`src/rtl/branch_resolve_unit.sv`:
```
// branch_resolve_unit
//   Direct-mapped BTB with per-entry saturating direction counters.
//   Fetch side: combinational lookup on f_pc.
//   Execute side: resolves RV32I conditional branches, flags mispredicts,
//   drives a registered redirect PC and trains the table.
//   Optional feature macro: BRU_PERF_COUNTERS_EN adds the 32-bit
//   perf_branches / perf_mispredicts counters.
//   Reset is synchronous and active-high.
module branch_resolve_unit #(
  parameter int XLEN        = 32,
  parameter int BTB_ENTRIES = 16,
  parameter int CTR_BITS    = 2
) (
  input  logic            clk,
  input  logic            reset,
  input  logic [XLEN-1:0] f_pc,
  output logic            f_hit,
  output logic            f_pred_taken,
  output logic [XLEN-1:0] f_pred_target,
  input  logic            ex_valid,
  input  logic [XLEN-1:0] ex_pc,
  input  logic [2:0]      ex_funct3,
  input  logic [XLEN-1:0] ex_rs1,
  input  logic [XLEN-1:0] ex_rs2,
  input  logic [XLEN-1:0] ex_imm,
  input  logic            ex_pred_taken,
  input  logic [XLEN-1:0] ex_pred_target,
  output logic            mispredict,
  output logic [XLEN-1:0] redirect_pc,
`ifdef BRU_PERF_COUNTERS_EN
  output logic            illegal_br,
  output logic [31:0]     perf_branches,
  output logic [31:0]     perf_mispredicts
`else
  output logic            illegal_br
`endif
);

  localparam int IDX_W = $clog2(BTB_ENTRIES);
  localparam int TAG_W = XLEN - IDX_W - 2;

  // Weakly-taken: MSB set, rest clear. Weakly-not-taken is one below it.
  localparam logic [CTR_BITS-1:0] CTR_WT  = CTR_BITS'(1 << (CTR_BITS - 1));
  localparam logic [CTR_BITS-1:0] CTR_WNT = CTR_WT - CTR_BITS'(1);
  localparam logic [CTR_BITS-1:0] CTR_MAX = {CTR_BITS{1'b1}};
  localparam logic [CTR_BITS-1:0] CTR_MIN = '0;

  localparam logic [2:0] F3_BEQ  = 3'b000;
  localparam logic [2:0] F3_BNE  = 3'b001;
  localparam logic [2:0] F3_BLT  = 3'b100;
  localparam logic [2:0] F3_BGE  = 3'b101;
  localparam logic [2:0] F3_BLTU = 3'b110;
  localparam logic [2:0] F3_BGEU = 3'b111;

  // BTB storage
  logic                valid_q  [BTB_ENTRIES];
  logic [TAG_W-1:0]    tag_q    [BTB_ENTRIES];
  logic [XLEN-1:0]     target_q [BTB_ENTRIES];
  logic [CTR_BITS-1:0] ctr_q    [BTB_ENTRIES];

  // Fetch-side lookup
  logic [IDX_W-1:0] f_idx;
  logic [TAG_W-1:0] f_tag;
  logic [XLEN-1:0]  f_seq_pc;

  assign f_idx    = f_pc[IDX_W+1:2];
  assign f_tag    = f_pc[XLEN-1:IDX_W+2];
  assign f_seq_pc = f_pc + XLEN'(4);

  // Read the current table contents; same-cycle writes appear next cycle.
  always_comb begin
    f_hit         = valid_q[f_idx] && (tag_q[f_idx] == f_tag);
    f_pred_taken  = f_hit && ctr_q[f_idx][CTR_BITS-1];
    f_pred_target = f_pred_taken ? target_q[f_idx] : f_seq_pc;
  end

  // Execute-side resolution
  logic             br_taken;
  logic             br_legal;
  logic [XLEN-1:0]  actual_target;
  logic [XLEN-1:0]  seq_pc;
  logic [XLEN-1:0]  actual_next;
  logic             resolve;
  logic             mispredict_d;

  assign actual_target = ex_pc + ex_imm;
  assign seq_pc        = ex_pc + XLEN'(4);
  assign actual_next   = br_taken ? actual_target : seq_pc;

  // Branch condition evaluation; funct3 010/011 are not branches.
  always_comb begin
    br_taken = 1'b0;
    br_legal = 1'b1;
    case (ex_funct3)
      F3_BEQ:  br_taken = (ex_rs1 == ex_rs2);
      F3_BNE:  br_taken = (ex_rs1 != ex_rs2);
      F3_BLT:  br_taken = ($signed(ex_rs1) <  $signed(ex_rs2));
      F3_BGE:  br_taken = ($signed(ex_rs1) >= $signed(ex_rs2));
      F3_BLTU: br_taken = (ex_rs1 <  ex_rs2);
      F3_BGEU: br_taken = (ex_rs1 >= ex_rs2);
      default: br_legal = 1'b0;
    endcase
  end

  assign resolve      = ex_valid && br_legal;
  assign mispredict_d = resolve &&
                        ((ex_pred_taken != br_taken) ||
                         (ex_pred_target != actual_next));

  // Registered redirect strobe, redirect target and illegal-branch flag.
  always_ff @(posedge clk) begin
    if (reset) begin
      mispredict  <= 1'b0;
      illegal_br  <= 1'b0;
      redirect_pc <= '0;
    end else begin
      mispredict <= mispredict_d;
      illegal_br <= ex_valid && !br_legal;
      if (mispredict_d) begin
        redirect_pc <= actual_next;
      end
    end
  end

  // Training: entry addressed by the executing branch
  logic [IDX_W-1:0]    e_idx;
  logic [TAG_W-1:0]    e_tag;
  logic                e_hit;
  logic                wr_en;
  logic [XLEN-1:0]     wr_target;
  logic [CTR_BITS-1:0] wr_ctr;

  assign e_idx = ex_pc[IDX_W+1:2];
  assign e_tag = ex_pc[XLEN-1:IDX_W+2];
  assign e_hit = valid_q[e_idx] && (tag_q[e_idx] == e_tag);

  // Compute the updated entry: counter step on hit, allocate on taken miss.
  always_comb begin
    wr_en     = 1'b0;
    wr_target = target_q[e_idx];
    wr_ctr    = ctr_q[e_idx];
    if (resolve) begin
      if (e_hit) begin
        wr_en = 1'b1;
        if (br_taken) begin
          wr_target = actual_target;
          if (ctr_q[e_idx] != CTR_MAX) begin
            wr_ctr = ctr_q[e_idx] + CTR_BITS'(1);
          end
        end else if (ctr_q[e_idx] != CTR_MIN) begin
          wr_ctr = ctr_q[e_idx] - CTR_BITS'(1);
        end
      end else if (br_taken) begin
        wr_en     = 1'b1;
        wr_target = actual_target;
        wr_ctr    = CTR_WT;
      end
    end
  end

  // Table state; reset wins over any update pending in the same cycle.
  always_ff @(posedge clk) begin
    if (reset) begin
      for (int i = 0; i < BTB_ENTRIES; i++) begin
        valid_q[i]  <= 1'b0;
        tag_q[i]    <= '0;
        target_q[i] <= '0;
        ctr_q[i]    <= CTR_WNT;
      end
    end else if (wr_en) begin
      valid_q[e_idx]  <= 1'b1;
      tag_q[e_idx]    <= e_tag;
      target_q[e_idx] <= wr_target;
      ctr_q[e_idx]    <= wr_ctr;
    end
  end

`ifdef BRU_PERF_COUNTERS_EN
  // Event counters: resolved legal branches and issued redirect pulses.
  always_ff @(posedge clk) begin
    if (reset) begin
      perf_branches    <= '0;
      perf_mispredicts <= '0;
    end else begin
      if (resolve) begin
        perf_branches <= perf_branches + 32'd1;
      end
      if (mispredict) begin
        perf_mispredicts <= perf_mispredicts + 32'd1;
      end
    end
  end
`endif

endmodule

```
`config.mk`:
```
export PLATFORM = sky130hd
export DESIGN_NAME = branch_resolve_unit
export DESIGN_NICKNAME = d
export VERILOG_FILES = /design/src/rtl/branch_resolve_unit.sv
export SDC_FILE = /design/constraint.sdc
export NUM_CORES = 2
export LEC_CHECK = 0
export BUFFER_PORTS_ARGS = -buffer_cell sky130_fd_sc_hd__buf_2
export CORE_MARGIN = 2
export CORE_UTILIZATION = 45
export CTS_CLUSTER_DIAMETER = 80
export DETAILED_ROUTE_END_ITERATION = 16
export GPL_TIMING_DRIVEN = 0
export PLACE_DENSITY = 0.71
export SLEW_MARGIN = 30
export SYNTH_ARGS = -nofsm -noshare
export SYNTH_HDL_FRONTEND = slang
export SYNTH_SLANG_ARGS = --single-unit
```
`constraint.sdc`:
```
create_clock -name clk -period 5.2 [get_ports clk]
set_input_delay 0.52 -clock clk [delete_from_list [all_inputs] [get_ports clk]]
set_output_delay 0.52 -clock clk [all_outputs]
set_load 0.005 [all_outputs]
```
==> metrics <==
fillers=9618; share of layout cells above drive strength 1=29.05%; violated checks=setup timing; largest family of logic cells by synthesized area=multiplexers; Area Overhead vs Synth=15.55%; Hold EP=illegal_br$_SDFF_PP0_; multiplexer area fraction after synthesis=20.11%; die area=121200 um^2; reg2reg setup slack=0.23 ns; f_max=182.7 MHz; leading cell types in the layout, fill and taps excluded=edfxtp_1 (960), nor2_1 (554), mux4_2 (445), and2_1 (425), buf_2 (335); Final Max Slew Viols=0; status=complete, but fails checks; Leakage=21.88 nW; DR vias=37671; Synth Area in Simple Gates=12.95%; initial drt markers=6696; clk sinks=1010; Final Critical Period=5.474 ns; Final nets=4471; clock skew=0.04462 ns; Worst setup EP type=register; Num CTS Buffers=101; Hold Path Origin=ex_valid; GR Overflow Total=0; Core Util, Final=52.29%; first-pass GRT wire length=267700 um; Startpoint Class=input pin; Pre-antenna DRT Iters=9; vias in the first global route=36275; Final ANT Viol Nets=0; root buf cell=clkbuf_16; worst rel slew slack=23.21%; Mean Syn Cell Area=14.11 um^2; RSZ-0062 raised after global routing=false; clock transition at the registers of the reported paths=0.06 ns; IO Pins=267; clk_lat worst skew=0.72 ns; via/cell ratio=6.458; Mapped Area=53290 um^2; CTS tree=yes; Die Ht=348.1 um; post-synthesis register bit count=1010; WL per Instance=33.28 um; RR Startpoint=tag_q[15][12]$_SDFFCE_PN0P_; Fin. Hold Viols=0; Final setup viols=841; worst hold path class=input pin to register; most common cell after layout, fill and taps aside=edfxtp_1; Seq/Total Area, Yosys=55.97%; largest net degree at the start of global routing=24; Placer Congestion=1.042; worst reg2reg endpoint=tag_q[9][18]$_SDFFCE_PN0P_; Clock Path Buffers=3; drt drc=0; worst setup path class=input pin to register; Max IR drop VDD=0.2980 mV; Initial Utilization=45.25%; WP data arrival=5.81 ns; max_cap viols=0; gr usage total=31.55%; Post-Synth XOR/XNOR Area=2.740%; syn nets=4044; Setup WS post-layout=-0.2745 ns; power density over the cells=329.6 nW/um^2; Primary FF master, synth=edfxtp_1; r2r worst-path depth=12; DIE WIDTH=348.1 um; final worst path period share=105.3%; Post-Synth Adder-Cell Area=1.634%; Post-synth EDFFs=960; synthesis warning total=0; Compound-Gate Fraction of Synth Area=3.308%; FFs w/ async S/R, synth=0%; Max H-tree Level=3; Cells after Synth=3776; Yosys cell types=102; # rows=126; hpwl dp=133000 um; CP Max Fanout=14; Hold Buf Count CTS=0; initial antenna violation count=22; Port Buffers=262; Routed WL=194100 um; core region area=117800 um^2; hold depth=2; overall power=0.02030 W; measured slew at the worst slew-check pin=1.152 ns; Worst EP required=5.53 ns
## metal layers
layer / up-vias / global-route usage (%) / share of wire [%]
li1: 15048 / - / -
met1: 18744 / 41.02 / 35
met2: 3154 / 45.41 / 42
met3: 713 / 13.25 / 17
met4: 12 / 15.76 / 6.4
met5: - / 0 / 0.041
## synthesized netlist by cell type (35+ instances only)
cell	number	area [um^2]
edfxtp_1	960	28830
nor2_1	555	2083
mux4_2	445	10020
and2_1	425	2659
nand2_1	198	743.2
clkbuf_1	193	724.4
xnor2_1	103	902.1
buf_2	86	430.4
ha_1	68	850.8
xor2_1	60	525.5
mux2i_1	58	580.6
inv_1	56	210.2
dfxtp_1	50	1001
o21ai_0	49	245.2
a21oi_1	47	235.2
nand3_1	35	175.2
## report_power, final
| part | leakage [nW] | internal [W] | total [W] | switching, W |
|---|---|---|---|---|
| combinational | 10.7 | 0.00124 | 0.00332 | 0.00208 |
| clock | 1.63 | 0.00418 | 0.00750 | 0.00332 |
| sequential | 9.50 | 0.00931 | 0.00948 | 0.000168 |
## cell families (layout without fill, tap and decap cells)
| group | count (synthesis) | after routing |
|---|---|---|
| adder cells (fa/ha/maj) | 69 | 69 |
| XOR/XNOR | 165 | 165 |
| other | 0 | 8 |
| buffers and inverters | 394 | 891 |
| multiplexers | 512 | 512 |
| AND/OR/NAND/NOR | 1387 | 1403 |
| AO/OA/AOI/OAI | 239 | 239 |
| flip-flops | 1010 | 1010 |
## state kept, by name (all words and copies together) (netlist names)
register	cells
illegal_br	1
tag_q	416
mispredict	1
redirect_pc	32
ctr_q	32
target_q	512
valid_q	16
## critical path, cell delays in order
cell	delay, ns
buf_2	0.21
buf_2	0.39
buf_2	0.57
mux4_2	0.38
mux4_2	0.50
xnor2_2	0.41
nand3_1	0.34
nor3_4	0.41
nand2_1	0.19
a21oi_4	0.18
buf_12	0.15
buf_4	0.15
and4b_1	0.29
buf_2	0.50
or2_4	0.56
## metrics by stage
step	hold slack (ns)	cells	area, um^2	worst slack [ns]	setup TNS (ns)
3_5_place_dp	0.4559	5596	57130	-1.851	-2402.43
3_3_place_gp	0.4451	5574	56530	-3.044	-4057.13
5_1_grt	0.1722	5830	61570	0.001959	0
4_1_cts	0.1514	5824	61350	0.004999	0
6_report	0.1729	5833	61580	-0.2745	-106.37
2_1_floorplan	0.4377	3776	53290	0.6177	0
## what timing repair did
action | CTS | global route
pin swaps | 6 | 3
setup endpoints to repair | 1928 | 595
setup buffers | 24 | 0
gates cloned | 16 | 0
gates resized for setup | 129 | 48
## layout make-up
cell class / count / area, um^2 / share of cell area [%]
diodes: 8 / 20.02 / 0.03251
repair buffers: 310 / 2121 / 3.444
multi-input cells: 2388 / 22280 / 36.18
plain buffers: 334 / 1862 / 3.023
clock buffers: 130 / 2730 / 4.434
flip-flops and latches: 1010 / 29830 / 48.44
inverters: 58 / 217.7 / 0.3536
clock inverters: 59 / 600.6 / 0.9753
well taps: 1536 / 1922 / 3.121
## worst max path at each step
| stage | startpoint | endpoint | slack [ns] | cells after the start |
|---|---|---|---|---|
| 6_report | ex_pc[3] | tag_q[9][18]$_SDFFCE_PN0P_ | -0.27 | 15 |
| 3_5_place_dp | ex_pc[3] | tag_q[3][23]$_SDFFCE_PN0P_ | -1.85 | 13 |
| 4_1_cts | f_pc[3] | f_pred_target[22] | 0.005 | 10 |
| 2_1_floorplan | ex_pc[2] | target_q[5][0]$_SDFFCE_PN0P_ | 0.62 | 15 |
| 5_1_grt | f_pc[2] | f_pred_target[3] | 0.002 | 14 |
| 3_3_place_gp | ex_pc[3] | target_q[3][15]$_SDFFCE_PN0P_ | -3.04 | 14 |
Power figures use the tool's default switching activity.
